File: src/rtl/pipe_pkg.sv
// Shared definitions for the pipeline stage registers: occupancy states and
// per-stage field widths for the four inter-stage instances.
package pipe_pkg;

  typedef enum logic [1:0] {
    ST_EMPTY     = 2'd0,
    ST_FULL      = 2'd1,
    ST_SKID_FULL = 2'd2
  } state_t;

  localparam int LENGTH = 32;
  localparam int REG_IDX_W = 5;

  // IF/ID carries pc + instruction; ID/EXE carries two operands, immediate and three indices.
  localparam int IFID_CTRL_W  = 1;
  localparam int IFID_DATA_W  = 2 * LENGTH;
  localparam int IDEXE_CTRL_W = 8;
  localparam int IDEXE_DATA_W = 3 * LENGTH + 3 * REG_IDX_W;
  localparam int EXEMEM_CTRL_W = 4;
  localparam int EXEMEM_DATA_W = 2 * LENGTH + REG_IDX_W;
  localparam int MEMWB_CTRL_W = 2;
  localparam int MEMWB_DATA_W = 2 * LENGTH + REG_IDX_W;

endpackage

File: src/rtl/pipe_sat_cnt.sv
// Saturating up-counter with asynchronous reset; holds at all-ones.
module pipe_sat_cnt #(
  parameter int W = 16
) (
  input  logic         clk,
  input  logic         rst,
  input  logic         inc,
  output logic [W-1:0] count
);

  always_ff @(posedge clk or posedge rst) begin
    if (rst) begin
      count <= '0;
    end else if (inc && (count != {W{1'b1}})) begin
      count <= count + 1'b1;
    end
  end

endmodule

File: src/rtl/pipe_stage_reg.sv
// Parametrised pipeline stage register with valid/ready handshake, optional
// 2-entry skid slot, flush-to-bubble and a saturating stall-cycle counter.
module pipe_stage_reg
  import pipe_pkg::*;
#(
  parameter int CTRL_W = 8,
  parameter int DATA_W = 111,
  parameter int SKID   = 1,
  parameter int CNT_W  = 16
) (
  input  logic              clk,
  input  logic              rst,
  input  logic              flush,
  input  logic              in_valid,
  output logic              in_ready,
  input  logic [CTRL_W-1:0] in_ctrl,
  input  logic [DATA_W-1:0] in_data,
  output logic              out_valid,
  input  logic              out_ready,
  output logic [CTRL_W-1:0] out_ctrl,
  output logic [DATA_W-1:0] out_data,
  output logic [CNT_W-1:0]  stall_cnt
);

  localparam int SLOT_W = CTRL_W + DATA_W;

  // Handshake: a beat moves in when in_valid && in_ready at a rising edge (and no
  // flush that cycle); it moves out when out_valid && out_ready. in_* must be held
  // by upstream while in_valid && !in_ready.
  state_t            state_q;
  state_t            state_d;
  logic [SLOT_W-1:0] main_q;
  logic [SLOT_W-1:0] skid_q;
  logic [SLOT_W-1:0] in_slot;
  logic              accept;
  logic              deq;
  logic              load_main_in;
  logic              load_main_skid;

  assign in_slot   = {in_ctrl, in_data};
  assign out_valid = (state_q != ST_EMPTY);
  assign accept    = in_valid && in_ready && !flush;
  assign deq       = out_valid && out_ready;

  // Masking keeps a bubble all-zero even if main_q ever held stale content.
  assign {out_ctrl, out_data} = out_valid ? main_q : '0;

  generate
    if (SKID != 0) begin : g_skid
      logic skid_load;
      logic ready_q;

      always_comb begin
        state_d        = state_q;
        load_main_in   = 1'b0;
        load_main_skid = 1'b0;
        skid_load      = 1'b0;
        if (flush) begin
          state_d = ST_EMPTY;
        end else begin
          case (state_q)
            ST_EMPTY: begin
              if (accept) begin
                state_d      = ST_FULL;
                load_main_in = 1'b1;
              end
            end
            ST_FULL: begin
              if (accept && deq) begin
                load_main_in = 1'b1;
              end else if (accept) begin
                state_d   = ST_SKID_FULL;
                skid_load = 1'b1;
              end else if (deq) begin
                state_d = ST_EMPTY;
              end
            end
            ST_SKID_FULL: begin
              if (deq) begin
                state_d        = ST_FULL;
                load_main_skid = 1'b1;
              end
            end
            default: state_d = ST_EMPTY;
          endcase
        end
      end

      // in_ready is registered from the next state so it never depends on out_ready.
      always_ff @(posedge clk or posedge rst) begin
        if (rst) begin
          skid_q  <= '0;
          ready_q <= 1'b1;
        end else begin
          ready_q <= (state_d != ST_SKID_FULL);
          if (flush) begin
            skid_q <= '0;
          end else if (skid_load) begin
            skid_q <= in_slot;
          end
        end
      end

      assign in_ready = ready_q;
    end else begin : g_noskid
      always_comb begin
        state_d        = state_q;
        load_main_in   = 1'b0;
        load_main_skid = 1'b0;
        if (flush) begin
          state_d = ST_EMPTY;
        end else begin
          case (state_q)
            ST_EMPTY: begin
              if (accept) begin
                state_d      = ST_FULL;
                load_main_in = 1'b1;
              end
            end
            ST_FULL: begin
              if (accept) begin
                load_main_in = 1'b1;
              end else if (deq) begin
                state_d = ST_EMPTY;
              end
            end
            default: state_d = ST_EMPTY;
          endcase
        end
      end

      assign skid_q   = '0;
      assign in_ready = !out_valid || out_ready;
    end
  endgenerate

  always_ff @(posedge clk or posedge rst) begin
    if (rst) begin
      state_q <= ST_EMPTY;
      main_q  <= '0;
    end else begin
      state_q <= state_d;
      if (flush) begin
        main_q <= '0;
      end else if (load_main_in) begin
        main_q <= in_slot;
      end else if (load_main_skid) begin
        main_q <= skid_q;
      end else if (deq && (state_d == ST_EMPTY)) begin
        main_q <= '0;
      end
    end
  end

  pipe_sat_cnt #(
    .W(CNT_W)
  ) u_stall_cnt (
    .clk  (clk),
    .rst  (rst),
    .inc  (out_valid && !out_ready),
    .count(stall_cnt)
  );

endmodule

File: config.mk
export PLATFORM = sky130hd
export DESIGN_NAME = pipe_stage_reg
export DESIGN_NICKNAME = d
export VERILOG_FILES = /design/src/rtl/pipe_pkg.sv /design/src/rtl/pipe_sat_cnt.sv /design/src/rtl/pipe_stage_reg.sv
export SDC_FILE = /design/constraint.sdc
export NUM_CORES = 1
export LEC_CHECK = 0
export ABC_AREA = 0
export CAP_MARGIN = 5
export CORE_MARGIN = 2
export CORE_UTILIZATION = 40
export CTS_BUF_LIST = sky130_fd_sc_hd__clkbuf_16
export DETAILED_ROUTE_END_ITERATION = 10
export PLACE_DENSITY_LB_ADDON = 0.05
export SLEW_MARGIN = 30
export SYNTH_ARGS = -nofsm -noshare
export SYNTH_HDL_FRONTEND = slang
export SYNTH_HIERARCHICAL = 1
export SYNTH_SLANG_ARGS = --single-unit
export TNS_END_PERCENT = 100
File: constraint.sdc
create_clock -name clk -period 11.53 [get_ports clk]
set_input_delay 2.306 -clock clk [delete_from_list [all_inputs] [get_ports clk]]
set_output_delay 2.306 -clock clk [all_outputs]
set_load 0.1 [all_outputs]
==> results by group <==
Run status
  • Status: completed

Route
  • TritonRoute pass-1 iters: 5
  • Post-route DRC: 0
  • Post-DR wirelength/cell: about 19 um
  • Wirelength, routed: between 30 and 40 mm
  • Drt initial violations: 598
  • Vias per cell: 5.39
  • Via count: between 9000 and 10000
  • Post-route ant nets: 0

Cells and area
  • Final instance area: 15600 sq um
  • Syn-to-layout area delta: 29.4%
  • Commonest non-fill, non-tap cell in the layout: clkdlybuf4s50_1
  • Non-Filler Instances: roughly 1800
  • Post-route core utilization: 52.6%
  • Fin nets: ~1500
  • Filler Cells Inserted: approximately 2700
  • Area occupied by multi-input gates: 5120 sq um
  • Register Area: approximately 6400 sq um
  • Most frequent cells in the layout: clkdlybuf4s50_1, dfrtp_1, nand3_1, nand2b_1
  • Fraction of layout cells with a size suffix above 1: between 5 and 6%

CTS
  • Postcts setup bufs: 0
  • Post-CTS Resized: 0
  • Worst-Skew Late Latency: 0.54 ns
  • Clock-pin slew on the worst setup and hold paths: 0.06 ns
  • Clk buf depth: 3
  • CTS sink count: 257
  • CTS Buf Count: 29
  • TritonCTS clock tree: yes
  • CTS HTree Levels: 1
  • Root buf cell: clkbuf_16
  • Cts hold-fix bufs: 0

Floorplanning
  • DIE WIDTH: about 180 um
  • Die area: roughly 32000 sq um
  • Rows: 63
  • Die Height: 178 um
  • Initial Util: roughly 41%
  • Ports: roughly 260
  • Core Box Area: 29700 sq um

Synth
  • Mapped Area: about 12000 sq um
  • Post-Synthesis Cells: 1156
  • XOR/XNOR share of the synthesized area: less than 1%
  • Fraction of registers with async set/reset: 100%
  • Synth Flop Type: dfrtp_1
  • Main combinational cell family by area after synthesis: simple AND/OR/NAND/NOR gates
  • Synth Area per Inst: ~10 sq um
  • Synth Area in Compound Gates: 15.3%
  • #FFs+latches synth: ~260
  • Sequential area share after synthesis: a little over half
  • Post-Synth Adder-Cell Area: less than 1%
  • Syn nets: 1281
  • Post-synthesis mux area share: less than 1%
  • Distinct cells, synth: between 40 and 50
  • Number of synthesized flops with an enable pin: 0
  • Post-synthesis simple-gate area fraction: between 20% and 30%
  • Yosys synthesis warning count: 6

GRT
  • Initial antenna violation count: 4
  • First-pass GRT wire length: approximately 55 mm
  • Global-route usage over all layers: a little over a fifth
  • GR Layer Usage met2: about a third
  • Top Usage Layer GRT: met2
  • Largest net degree at the start of global routing: between 90 and 100
  • Routing usage on met3: 4.41%
  • Met1 Track Usage GR: ~32%
  • Number of global-route vias before repair: around 9500
  • Grt ovf: 0

Placement
  • Port buffer count: 260
  • Post-Place Cells: 1714
  • Setup slack at placement: approximately 5.7 ns
  • GPL Wtd Cong: around 0.74
  • DPL Wire Length: just under 20 mm
  • Placed cell areas: about 15000 sq um

STA
  • Least-Margin Pin Slew: 1.01 ns
  • Final hold slack: 0.500 ns
  • RSZ-0062 raised after global routing: no
  • Final hold violations: 0
  • Skew final: approximately 0.012 ns
  • Fin crit share: roughly 54%
  • Peak Freq: between 0.15 and 0.2 GHz
  • Min setup slack post-route: ~5.3 ns
  • Slew HR: between 30% and 40%
  • Final setup viols: 0
  • Slew Viols, Final: 0
  • Min cycle time layout: 6.20 ns
  • Setup TNS: 0 ns

Worst setup path
  • Critical path class: reg2out
  • Top delay family on crit path: buffers and inverters
  • Critical Path Start Type: flop
  • CP most frequent cell: buf_4
  • Register-to-register setup slack: 8.51 ns
  • WP buf/inv: 3
  • R2R depth: 4
  • RR Endpoint: main_q[57]
  • Crit-path cells: nor2_4 -> buf_4 -> buf_4 -> nor2b_1 -> clkdlybuf4s50_1
  • Setup crit start: state_q[1]
  • Max FO, Critical Path: 69
  • CP arrival: approximately 4 ns
  • CP Depth: 5
  • Capture point of the worst path: out_data[76]
  • Critical path's largest stage delay: 1.00 ns
  • Worst Path Required: around 9.2 ns
  • RR Startpoint: state_q[1]
  • Slowest stage cell, crit path: clkdlybuf4s50_1
  • CP Capture Type: output port

Power
  • Total power draw: between 2 and 2.5 mW
  • Pwr dens: 145 nW/um^2
  • Leakage: 6.37 nW
  • Worst ir drop on vdd: 0.0969 mV

Run
  • Max Cap Viol: 0

Worst hold path
  • Worst min-delay path class: reg2reg
-- Yosys cell counts (4+ instances only) --
master,count,share of area [%]
buf_6,11,1.0
o21ai_0,114,4.7
and2_1,40,2.1
nand4_1,5,0.26
nor3b_1,26,1.6
clkbuf_1,40,1.2
and3_1,4,0.21
nor2b_1,119,6.2
o21ai_1,5,0.21
a221o_1,119,9.9
nor2_1,59,1.8
clkbuf_2,8,0.33
inv_1,5,0.16
nand3_1,126,5.2
dfrtp_1,256,53
nand2_1,7,0.22
nand2b_1,120,6.2
buf_2,43,1.8
buf_4,5,0.31
xnor2_1,11,0.80
-- how the worst min path moves through the flow --
stage / start / end / slack, ns / cells after the start
2_1_floorplan: main_q[100] / main_q[100] / 0.47 / 1
3_3_place_gp: main_q[102] / main_q[102] / 0.49 / 1
3_5_place_dp: main_q[87] / main_q[87] / 0.49 / 1
4_1_cts: skid_q[55] / main_q[55] / 0.50 / 1
5_1_grt: main_q[9] / main_q[9] / 0.52 / 1
6_report: skid_q[55] / main_q[55] / 0.50 / 1
-- cell type report --
type	instances	area share (%)
diodes	1	0.0160
flip-flops and latches	257	41.1
multi-input cells	786	32.7
inverters	5	0.168
repair buffers	277	17.6
clock inverters	22	0.648
well taps	390	3.12
clock buffers	29	4.64
-- state kept, by name, summed over array words and instances, names as in the netlist --
| name | cells |
|---|---|
| state_q | 2 |
| main_q | 119 |
| skid_q | 119 |
| u_stall_cnt/count | 16 |
| in_ready | 1 |
-- power by group --
| part | internal (mW) | total, mW | switching, mW |
|---|---|---|---|
| Combinational | 0.141 | 0.460 | 0.319 |
| Clock | 0.452 | 0.818 | 0.365 |
| Sequential | 0.952 | 0.989 | 0.0370 |
| Total | 1.55 | 2.27 | 0.722 |
-- metal layers --
metal | vias to the layer above | routed length [um]
li1 | 4503 | -
met1 | 4666 | 15900
met2 | 289 | 15400
met3 | 55 | 2200
met4 | 4 | 851
met5 | - | 23
-- cells by family after synthesis --
logic type | count (synthesis)
mux | 3
fa+ha+maj | 1
compound gates | 247
buf+inv | 113
simple gates | 523
flops | 257
xor+xnor | 12
No activity file was read; power rests on OpenSTA's default activity.
